### config.mk
export PLATFORM = sky130hd
export DESIGN_NAME = serial_add_ctrl
export DESIGN_NICKNAME = d
export VERILOG_FILES = /design/src/rtl/serial_add_pkg.sv /design/src/rtl/serial_add_ctrl_fa.sv /design/src/rtl/serial_add_ctrl.sv
export SDC_FILE = /design/constraint.sdc
export NUM_CORES = 1
export LEC_CHECK = 0
export ABC_AREA = 1
export ABC_CLOCK_PERIOD_IN_PS = 1800
export BUFFER_PORTS_ARGS = -buffer_cell sky130_fd_sc_hd__buf_2
export CAP_MARGIN = 20
export CELL_PAD_IN_SITES_DETAIL_PLACEMENT = 0
export CELL_PAD_IN_SITES_GLOBAL_PLACEMENT = 1
export CORE_MARGIN = 1
export CORE_UTILIZATION = 44
export CTS_CLUSTER_DIAMETER = 30
export DETAILED_ROUTE_END_ITERATION = 16
export GPL_TIMING_DRIVEN = 0
export PLACE_DENSITY_LB_ADDON = 0.1
export SLEW_MARGIN = 20
export SYNTH_ARGS = -nofsm -noshare
export SYNTH_HDL_FRONTEND = slang
export SYNTH_SLANG_ARGS = --single-unit
### constraint.sdc
create_clock -name clk -period 1.8 [get_ports clk]
set_input_delay 0.18 -clock clk [delete_from_list [all_inputs] [get_ports clk]]
set_output_delay 0.18 -clock clk [all_outputs]
set_load 0.01 [all_outputs]
### src/rtl/serial_add_pkg.sv
// Shared definitions for the bit-serial adder controller: FSM state
// encoding and the default operand width.
package serial_add_pkg;

    localparam int DEFAULT_WIDTH = 8;

    typedef enum logic [1:0] {
        ST_IDLE = 2'd0,
        ST_ADD  = 2'd1,
        ST_DONE = 2'd2
    } state_t;

endpackage : serial_add_pkg

### src/rtl/serial_add_ctrl_fa.sv
// Single-bit full adder, purely combinational. The serial controller
// steps one instance of it across the operand bits.
module FA (
    input  logic a,
    input  logic b,
    input  logic c,
    output logic sum,
    output logic carry
);

    assign sum   = a ^ b ^ c;
    assign carry = (a & b) | (a & c) | (b & c);

endmodule : FA

### src/rtl/serial_add_ctrl.sv
// Bit-serial adder controller: adds two WIDTH-bit operands plus carry-in
// by clocking one full adder LSB first for WIDTH cycles, then pulses done
// with registered sum, carry-out and signed-overflow results.
module serial_add_ctrl
    import serial_add_pkg::*;
#(
    parameter int WIDTH = DEFAULT_WIDTH
) (
    input  logic             clk,
    input  logic             rst,
    input  logic             start,
    input  logic [WIDTH-1:0] a,
    input  logic [WIDTH-1:0] b,
    input  logic             cin,
    output logic             ready,
    output logic             busy,
    output logic             done,
    output logic [WIDTH-1:0] sum,
    output logic             cout,
    output logic             ovf
);

    // Counter holds 0..WIDTH, so it can never wrap inside one operation.
    localparam int CNT_W = $clog2(WIDTH + 1);
    localparam logic [CNT_W-1:0] LAST_BIT = CNT_W'(WIDTH - 1);

    state_t           state_q;
    logic [WIDTH-1:0] a_q;
    logic [WIDTH-1:0] b_q;
    logic             carry_q;
    logic [WIDTH-1:0] res_q;
    logic [WIDTH-1:0] res_d;
    logic [CNT_W-1:0] cnt_q;
    logic [WIDTH-1:0] sum_q;
    logic             cout_q;
    logic             ovf_q;
    logic             ready_q;
    logic             busy_q;
    logic             done_q;

    logic fa_sum;
    logic fa_carry;

    FA u_fa (
        .a     (a_q[0]),
        .b     (b_q[0]),
        .c     (carry_q),
        .sum   (fa_sum),
        .carry (fa_carry)
    );

    // Result shift register after this bit: new sum bit enters at the MSB.
    always_comb begin
        res_d            = res_q >> 1;
        res_d[WIDTH-1]   = fa_sum;
    end

    // Control FSM plus datapath registers; all outputs are registered here.
    always_ff @(posedge clk or posedge rst) begin
        if (rst) begin
            state_q <= ST_IDLE;
            a_q     <= '0;
            b_q     <= '0;
            carry_q <= 1'b0;
            res_q   <= '0;
            cnt_q   <= '0;
            sum_q   <= '0;
            cout_q  <= 1'b0;
            ovf_q   <= 1'b0;
            ready_q <= 1'b1;
            busy_q  <= 1'b0;
            done_q  <= 1'b0;
        end else begin
            unique case (state_q)
                ST_IDLE: begin
                    if (start) begin
                        a_q     <= a;
                        b_q     <= b;
                        carry_q <= cin;
                        cnt_q   <= '0;
                        ready_q <= 1'b0;
                        busy_q  <= 1'b1;
                        state_q <= ST_ADD;
                    end
                end
                ST_ADD: begin
                    res_q   <= res_d;
                    carry_q <= fa_carry;
                    a_q     <= a_q >> 1;
                    b_q     <= b_q >> 1;
                    cnt_q   <= cnt_q + 1'b1;
                    if (cnt_q == LAST_BIT) begin
                        // carry_q still holds the carry into the MSB here
                        sum_q   <= res_d;
                        cout_q  <= fa_carry;
                        ovf_q   <= carry_q ^ fa_carry;
                        busy_q  <= 1'b0;
                        done_q  <= 1'b1;
                        state_q <= ST_DONE;
                    end
                end
                default: begin
                    done_q  <= 1'b0;
                    ready_q <= 1'b1;
                    state_q <= ST_IDLE;
                end
            endcase
        end
    end

    assign ready = ready_q;
    assign busy  = busy_q;
    assign done  = done_q;
    assign sum   = sum_q;
    assign cout  = cout_q;
    assign ovf   = ovf_q;

endmodule : serial_add_ctrl

== Yosys cells after proc, flatten, opt, wreduce, memory -nomap -nowiden ==
Index checks and enable logic that the tools add are counted.

* Flip-flop bits (word level): 44
* Latch bits: 0
* Memory bits (writable): 0
* ROM bits: 0
* Input port bits: 20
* Output and inout bits: 13
* Word-level logic and storage cells: 53
* Memories: 0

* Add/subtract/negate cells: 1
* $mul: 0
* Div/mod/pow operators: 0
* Order comparisons: 0
* Eq/ne operators: 4
* Shift-type cells: 0
* Multiplexer cells: 18
* Bitwise logic cells: 10
* Reduce and logical (&&, ||, !) cells: 8

{| class="wikitable"
|+ Operator list
! kind !! number
|-
| $pmux 8 s2 || 2
|-
| $mux 8 || 2
|-
| $reduce_and 2->1 || 5
|-
| $pmux 1 s2 || 4
|-
| $pmux 4 s2 || 1
|-
| $mux 1 || 5
|-
| $add 4x1->4 const B || 1
|-
| $eq 4x3->1 const B || 1
|-
| $mux 2 || 2
|-
| $mux 4 || 1
|-
| $ne 2x2->1 const B || 2
|-
| $pmux 2 s2 || 1
|-
| $and 1x1->1 || 3
|-
| $reduce_and 3->1 || 1
|-
| $xor 1x1->1 || 3
|-
| $eq 2x1->1 const B || 1
|-
| $logic_not 2->1 || 1
|-
| $not 1->1 || 2
|-
| $or 1x1->1 || 2
|-
| $reduce_bool 2->1 || 1
|}

== Depth between registers and ports, before layout ==
Gate-level depths: netlist (run 1).

* Word-level depth: 4
* Gate-level depth with buffers: 7

== Modules after synthesis ==
From an unflattened synthesis (run 1), not the netlist that was laid out.

* Cell total of the unflattened synthesis: 242
* Area total of the unflattened synthesis: 1979.4 um2

{| class="wikitable"
|+ Modules (own cells, without submodules)
! module !! instances !! cells an instance !! area each (um2) !! seq. area each (um2)
|-
| serial_add_ctrl || 1 || 241 || 1959.4 || 1077.3
|-
| FA || 1 || 1 || 20.0 || 0.0
|}

== Least setup slack after synthesis (run 1) ==
Ideal clock, no wire load.

* Path type: reg2reg
* Start point: reg cnt_q[0]
* End point: reg busy_q, in the netlist busy
* Data arrival time: 1.089 ns
* Data required time: 1.683 ns
* Path slack: 0.594 ns
* Cell stages (with the launch flop): 8
* Clock period less this slack: 1.206 ns
* Cell sequence: dfrtp_1 > ha_1 > nand2_1 > nor2_2 > nand2_1 > buf_2 > nand2_1 > nand2_1

* Word-level cells in the longest chain between the ends: 3

{| class="wikitable"
|+ Ends and longest elaborated chain
! item !! RTL line !! source
|-
| start, declared || serial_add_ctrl.sv:33 || <nowiki>logic [CNT_W-1:0] cnt_q;</nowiki>
|-
| start signal, assigned || serial_add_ctrl.sv:91 || <nowiki>cnt_q <= cnt_q + 1'b1;</nowiki>
|-
| $eq 4x3->1 || serial_add_ctrl.sv:92 || <nowiki>if (cnt_q == LAST_BIT) begin</nowiki>
|-
| $ne 2x2->1 (no line) || - ||
|-
| $reduce_and 3->1 (no line) || - ||
|-
| end signal, assigned || serial_add_ctrl.sv:71 || <nowiki>busy_q <= 1'b0;</nowiki>
|-
| end signal, assigned || serial_add_ctrl.sv:82 || <nowiki>busy_q <= 1'b1;</nowiki>
|-
| end signal, assigned || serial_add_ctrl.sv:97 || <nowiki>busy_q <= 1'b0;</nowiki>
|-
| end, declared || serial_add_ctrl.sv:38 || <nowiki>logic busy_q;</nowiki>
|}

No other way between the ends.
A chain may end at the register's enable or synchronous reset.

== Worst setup path after layout (run 1) ==
* Start point: reg cnt_q[0]
* End point: reg sum_q[2], in the netlist sum[2]

* Word-level cells in the longest chain between the ends: 2

{| class="wikitable"
|+ Ends and longest elaborated chain
! item !! RTL line !! source
|-
| $eq 4x3->1 || serial_add_ctrl.sv:92 ||
|-
| $reduce_and 2->1 (no line) || - ||
|-
| end signal, assigned || serial_add_ctrl.sv:94 || <nowiki>sum_q <= res_d;</nowiki>
|-
| end, declared || serial_add_ctrl.sv:34 || <nowiki>logic [WIDTH-1:0] sum_q;</nowiki>
|}

No other way between the ends.

==> results of run 1 <==
state kept, by name, indices dropped and copies added (netlist names):
signal	cells
b_q	8
sum	8
cout	1
carry_q	1
ovf	1
done	1
busy	1
state_q	2
a_q	8
ready	1
cnt_q	4
res_q	7
cell type report:
cell class	count	area (µm²)
inverter	7	28.8
multi-input combinational	182	832
clock inverter	2	12.5
fill	463	2030
sequential	43	1080
timing repair buffer	34	190
tap	52	65.1
buffer	14	105
clock buffer	6	72.6
stage by stage:
step / hold slack, ns / power (W) / instances / util (%) / instance area [µm²]
3_5_place_dp: 0.144 / 0.00350 / 331 / 51.8 / 2290
4_1_cts: 0.0757 / 0.00411 / 340 / 54.0 / 2380
5_1_grt: 0.0988 / 0.00444 / 340 / 54.0 / 2380
6_report: 0.0839 / 0.00406 / 340 / 54.0 / 2380
2_1_floorplan: 0.290 / 0.00300 / 246 / - / 2040
3_3_place_gp: 0.376 / 0.00347 / 330 / 51.4 / 2270
kinds of logic (layout without fill, tap and decap cells):
| family | after synthesis | in the layout | synth area share (%) |
|---|---|---|---|
| DFF | 43 | 43 | 52.7 |
| and+or+nand+nor | 178 | 178 | 38.5 |
| adders and majority gates | 2 | 2 | 1.59 |
| buffers and inverters | 21 | 63 | 6.55 |
| AOI/OAI and AO/OA | 2 | 2 | 0.673 |
where the power goes:
group / leakage [nW] / switching [W] / internal [W] / total [W]
logic: 0.753 / 0.00107 / 0.000718 / 0.00179
registers: 0.534 / 0.000271 / 0.00141 / 0.00168
clock network: 0.0412 / 0.000327 / 0.000271 / 0.000598
layout by cell type, fill, tap and decap left out, types with 3 or more instances in the layout:
cell,count
sky130_fd_sc_hd__buf_2,38
sky130_fd_sc_hd__buf_4,4
sky130_fd_sc_hd__buf_6,4
sky130_fd_sc_hd__clkbuf_8,5
sky130_fd_sc_hd__dfrtp_1,42
sky130_fd_sc_hd__inv_1,3
sky130_fd_sc_hd__inv_2,3
sky130_fd_sc_hd__nand2_1,116
sky130_fd_sc_hd__nand3_1,45
sky130_fd_sc_hd__nor2_1,6
timing repair:
action,4_1_cts,5_1_grt
hold buffers,1,0
hold endpoints to repair,12,0
buffers inserted,0,0
per-layer routing:
layer  global-route usage, %  vias up  wire length, µm  share of wire, %
met5                       0        -                0                 0
met4                    6.67        0               49               1.2
met3                    3.75        5              172               4.1
met2                    27.9       35             1770                42
met1                    27.5      758             2170                52
li1                        -      865                -                 -
how the worst max path moves through the flow:
stage / from / endpoint / slack (ns) / depth (start not counted)
6_report: cnt_q[0] / sum[2] / 0.39 / 7
5_1_grt: cnt_q[0] / sum[2] / 0.24 / 7
4_1_cts: cnt_q[0] / sum[3] / 0.37 / 7
3_5_place_dp: cnt_q[0] / sum[7] / 0.38 / 7
3_3_place_gp: rst / a_q[4] / 0.006 / 2
2_1_floorplan: cnt_q[0] / busy / 0.59 / 7
worst reg2reg max path, cell delays in order, from the launching register on:
cell and delay, ns:
sky130_fd_sc_hd__dfrtp_1 0.44, sky130_fd_sc_hd__ha_1 0.19, sky130_fd_sc_hd__nand2_1 0.10, sky130_fd_sc_hd__nor2_2 0.14, sky130_fd_sc_hd__nand2_1 0.11, sky130_fd_sc_hd__buf_2 0.20
sky130_fd_sc_hd__nand2_1 0.08, sky130_fd_sc_hd__nand2_1 0.05
==> impl_metrics.json, run 1 <==
{
  "run_status": "finished clean",
  "drt-total-wl_mm": 4.16,
  "rsz_0062_raised_after_global_routing": "no",
  "cp_capture_type": "register",
  "cts_inserted_buffers": 5,
  "crit_path_max_incr_delay_ns": 0.44,
  "timing.hold.worst_path_depth": 3,
  "tns_ns": 0,
  "std_cell_rows": 24,
  "grt_usage_pct": 18.8,
  "clock-skew-final_ns": 0.00787,
  "numPortBuffers": 32,
  "cp_data_arrival_time_ns": 1.60,
  "synth.area.top_cells": "sky130_fd_sc_hd__dfrtp_1 (51%), sky130_fd_sc_hd__nand2_1 (21%), sky130_fd_sc_hd__nand3_1 (11%)",
  "syn-cell-area_mm2": 0.00204,
  "postSynthRegisterBits": 43,
  "worst_hold_path.endpoint": "a_q[7]",
  "maximum_number_of_pins_on_one_net_before_global_route_repair": 32,
  "clock_sink_count": 43,
  "slew_viol_final": 0,
  "fp.dieArea_mm2": 0.00492,
  "synth_edf_count": 0,
  "route.detailed.vias_per_inst": 4.89,
  "synth-warning-count": 0,
  "timing.final.setup_violations": 0,
  "core_area_mm2": 0.00441,
  "cts_tree": "done",
  "relSlewSlack_pct": 80.2,
  "antenna_diode_count": 0,
  "reg2reg_from": "cnt_q[0]",
  "drt_first_pass_iters": 4,
  "synthesis.instances": 246,
  "place.gp.congestion": 0.757,
  "worst_min_path_start": "a[7]",
  "ioPinCount": 33,
  "kind_of_start_point_of_the_critical_path": "register",
  "worst_reg_to_reg_path_cell_count": 7,
  "die-height_um": 70.1,
  "critical_path.most_common_cell": "sky130_fd_sc_hd__nand2_1",
  "detailedPlace.worstSlack_ns": 0.382,
  "htree_levels": 2,
  "first_global_vias": 1545,
  "detailedPlacementHpwl_mm": 2.89,
  "synth_cell_types": 23,
  "fin_crit_ns": 1.41,
  "power.density_mw_per_mm2": 1710,
  "holdCritPathClass": "in -> reg",
  "postCtsResizedCells": 0,
  "seq_area_frac_synth_pct": 52.7,
  "remaining_drc_errors": 0,
  "cp_max_fo": 10,
  "syn-mean-instance-area_um2": 8.31,
  "cts.reportedPaths.clkPinSlew_ns": 0.08,
  "post-route-period-util_pct": 78.5,
  "root_buffer": "sky130_fd_sc_hd__clkbuf_8",
  "synth_ff_type": "sky130_fd_sc_hd__dfrtp_1",
  "synthToLayoutAreaGrowth_pct": 16.7,
  "cpLargestDelayFamily": "simple AND/OR/NAND/NOR gates",
  "rrSetupSlack_ns": 0.39,
  "grt_pass1_wl_mm": 7.24,
  "globalRoute.totalOverflow": 0,
  "finalNetCount": 309,
  "wire_per_inst_um": 12.2,
  "leakagePower_nw": 1.33,
  "clock_tree.buffer_depth": 2,
  "synth_async_sr_flop_share_pct": 100,
  "detail-route-antenna-nets": 0,
  "synth_top_area_share_pct": 51.4,
  "yosys.cell_count.top_type": "sky130_fd_sc_hd__nand2_1",
  "max_cap_viol_count": 0,
  "timing.final.ws_setup_ns": 0.387,
  "grt_antenna_before_repair": 0,
  "clk-insertion-delay-late_ns": 0.29,
  "worstPathCellList": "ha_1, nand2_1, nor2_2, nand2_1, buf_2, nand2_1, nand2_1",
  "worstPathRequired_ns": 1.99,
  "ir_worst_vdd_uv": 704,
  "critical_path.n_buffers_inverters": 1,
  "fmax_mhz": 708,
  "yosysTopAreaCell": "sky130_fd_sc_hd__dfrtp_1",
  "final_hold_viol_count": 0,
  "timing_worst_setup_path_type": "reg -> reg",
  "detailroute.via_count": 1663,
  "start_util_pct": 46.3,
  "drive_gt1_share_pct": 23.3,
  "tightest_slew_ns": 0.296,
  "cp_slowest_cell": "sky130_fd_sc_hd__dfrtp_1",
  "yosys-top-cells-count": "sky130_fd_sc_hd__nand2_1 (116), sky130_fd_sc_hd__nand3_1 (45), sky130_fd_sc_hd__dfrtp_1 (42)",
  "initialDrtViolationCount": 131,
  "die_width_um": 70.1,
  "rr_endpoint": "sum[2]",
  "syn-num-nets": 268
}
Note: power is estimated with default switching activity, not from simulation.
==> inputs of run 2 (changes only) <==
--- a/config.mk
+++ b/config.mk
@@ -6,13 +6,13 @@
 export NUM_CORES = 1
 export LEC_CHECK = 0
 export ABC_AREA = 1
-export ABC_CLOCK_PERIOD_IN_PS = 1800
+export ABC_CLOCK_PERIOD_IN_PS = 1300
 export BUFFER_PORTS_ARGS = -buffer_cell sky130_fd_sc_hd__buf_2
 export CAP_MARGIN = 20
 export CELL_PAD_IN_SITES_DETAIL_PLACEMENT = 0
 export CELL_PAD_IN_SITES_GLOBAL_PLACEMENT = 1
 export CORE_MARGIN = 1
-export CORE_UTILIZATION = 44
+export CORE_UTILIZATION = 37
 export CTS_CLUSTER_DIAMETER = 30
 export DETAILED_ROUTE_END_ITERATION = 16
 export GPL_TIMING_DRIVEN = 0
==> constraint.sdc (replaced) <==
create_clock -name clk -period 1.3 [get_ports clk]
set_input_delay 0.13 -clock clk [delete_from_list [all_inputs] [get_ports clk]]
set_output_delay 0.13 -clock clk [all_outputs]
set_load 0.01 [all_outputs]
==> run 2 against run 1 <==
  * Clock power up 110%
  * Critical path depth down 1
  * Cell area up 5.2%
  * Worst setup slack worse by 0.32 ns
  * Clock skew up 0.0053 ns
  * Cell count up 6.2%
  * Wire length up 5.5%
  * Critical path type unchanged
  * Largest cell class unchanged
==> impl_metrics.json, run 2 (synthesis gave the netlist of run 1 again) <==
{
  "run_status": "finished clean",
  "critical_path.most_common_cell": "sky130_fd_sc_hd__nand2_1",
  "timing.final.setup_violations": 0,
  "layout.cells.most_common_list": "sky130_fd_sc_hd__nand2_1 (114), sky130_fd_sc_hd__nand3_1 (45), sky130_fd_sc_hd__dfrtp_1 (41)",
  "final_hold_viol_count": 0,
  "worst_min_path_start": "a[7]",
  "remaining_drc_errors": 0,
  "cp_capture_type": "register",
  "route.detailed.vias_per_inst": 4.65,
  "start_util_pct": 39.3,
  "first_global_vias": 1669,
  "cts_inserted_buffers": 5,
  "maximum_number_of_pins_on_one_net_before_global_route_repair": 27,
  "std_cell_rows": 26,
  "post-route-period-util_pct": 94.5,
  "grt_pass1_wl_mm": 7.61,
  "die_width_um": 76.3,
  "worstSetupStartpoint": "state_q[1]",
  "clk-insertion-delay-late_ns": 0.30,
  "ioPinCount": 33,
  "max_cap_viol_count": 0,
  "drt-total-wl_mm": 4.39,
  "power.density_mw_per_mm2": 2460,
  "reg2reg_from": "state_q[1]",
  "slew_viol_final": 0,
  "kind_of_start_point_of_the_critical_path": "register",
  "fp.dieArea_mm2": 0.00582,
  "grt_usage_pct": 16.7,
  "cp_max_fo": 10,
  "timing_worst_setup_path_type": "reg -> reg",
  "cts_tree": "done",
  "synthToLayoutAreaGrowth_pct": 22.7,
  "relSlewSlack_pct": 70.9,
  "placed_cell_area_mm2": 0.00231,
  "leakagePower_nw": 1.37,
  "globalRoute.totalOverflow": 0,
  "die-height_um": 76.3,
  "finalNetCount": 312,
  "cts.reportedPaths.clkPinSlew_ns": 0.08,
  "antenna_diode_count": 0,
  "worstPathRequired_ns": 1.54,
  "clock_tree.buffer_depth": 2,
  "htree_levels": 2,
  "crit_path_max_incr_delay_ns": 0.48,
  "drive_gt1_share_pct": 26.1,
  "final_design_area_no_fill_mm2": 0.00251,
  "layout_commonest_cell": "sky130_fd_sc_hd__nand2_1",
  "worstPathCellList": "inv_4, nand2_4, buf_4, nor2_4, nand2_1, nand2_1",
  "numPortBuffers": 32,
  "drt_first_pass_iters": 4,
  "fin_crit_ns": 1.23,
  "place.gp.congestion": 0.707,
  "fmax_mhz": 814,
  "clock_sink_count": 43,
  "grt_antenna_before_repair": 0,
  "wire_per_inst_um": 12.2,
  "ir_worst_vdd_uv": 1090,
  "clock-skew-final_ns": 0.0131,
  "tightest_slew_ns": 0.436,
  "detailroute.via_count": 1677,
  "cp_data_arrival_time_ns": 1.47,
  "cp_slowest_cell": "sky130_fd_sc_hd__dfrtp_1",
  "initialDrtViolationCount": 97,
  "detail-route-antenna-nets": 0,
  "root_buffer": "sky130_fd_sc_hd__clkbuf_8",
  "fin_util_pct": 48.2,
  "holdCritPathClass": "in -> reg",
  "detailedPlacementHpwl_mm": 3.02,
  "core_area_mm2": 0.00520
}
[run 2: cell types whose count changed in the layout (fill, tap and decap cells not counted), sizes merged]
cell    delta
buf        +2
bufinv     +2
clkinv     -1
[run 2: routing by layer]
layer | share of wire (%) | global-route usage, % | wire, µm | vias up
met3 | 3.4 | 3.83 | 151 | 5
li1 | - | - | - | 875
met1 | 51 | 21.9 | 2220 | 769
met5 | 0 | 0 | 0 | -
met2 | 45 | 27.1 | 1960 | 28
met4 | 1.3 | 5.77 | 56 | 0
[run 2: per-stage QoR]
step / setup TNS [ns] / setup WS [ns] / total power (W) / instances / hold slack (ns)
after global placement: -22.21 / -0.501 / 0.00484 / 348 / 0.330
after floorplan: 0 / 0.0940 / 0.00416 / 246 / 0.240
final: 0 / 0.0710 / 0.00617 / 361 / 0.0240
after global routing: -0.0115 / -0.0115 / 0.00672 / 361 / 0.0479
after CTS: 0 / 0.00271 / 0.00622 / 361 / 0.0161
after detailed placement: -1.24 / -0.125 / 0.00487 / 349 / 0.154
[run 2: final timing paths]
kind / end / slack (ns) / cells after the start
max in group asynchronous: ready / 0.37 / 4
max: b_q[7] / 0.07 / 6
min in group asynchronous: sum[5] / 0.36 / 3
max reg2reg: b_q[7] / 0.07 / 6
min: a_q[7] / 0.02 / 3
min reg2reg: sum[6] / 0.47 / 2
[run 2: report_power, final]
part | total, W | internal (W) | switching, W
Sequential | 0.00231 | 0.00195 | 0.000363
Clock | 0.00125 | 0.000766 | 0.000480
Combinational | 0.00261 | 0.00107 | 0.00154
Total | 0.00617 | 0.00378 | 0.00238
[run 2: final cells by class]
cell class                      count  area (µm²)
Multi-Input combinational cell    182         847
Sequential cell                    43        1080
Inverter                            7        28.8
Buffer                             14         116
Fill cell                         558        2700
Clock buffer                        5        68.8
Tap cell                           70        87.6
Timing Repair Buffer               37         213
Clock inverter                      3        67.6
[run 2: timing repair]
action,4_1_cts,5_1_grt
endpoints found under the setup margin,12,13
resized for setup,4,6
hold buffers,1,0
endpoints found under the hold margin,17,0
pin swaps,1,2
buffers inserted,3,0
[run 2: worst max-delay path, delay by kind of cell, from the launching register on]
family                 cells  cell delay [ns]
flip-flops                 1             0.48
AND/OR/NAND/NOR            4             0.34
buffers and inverters      2             0.36
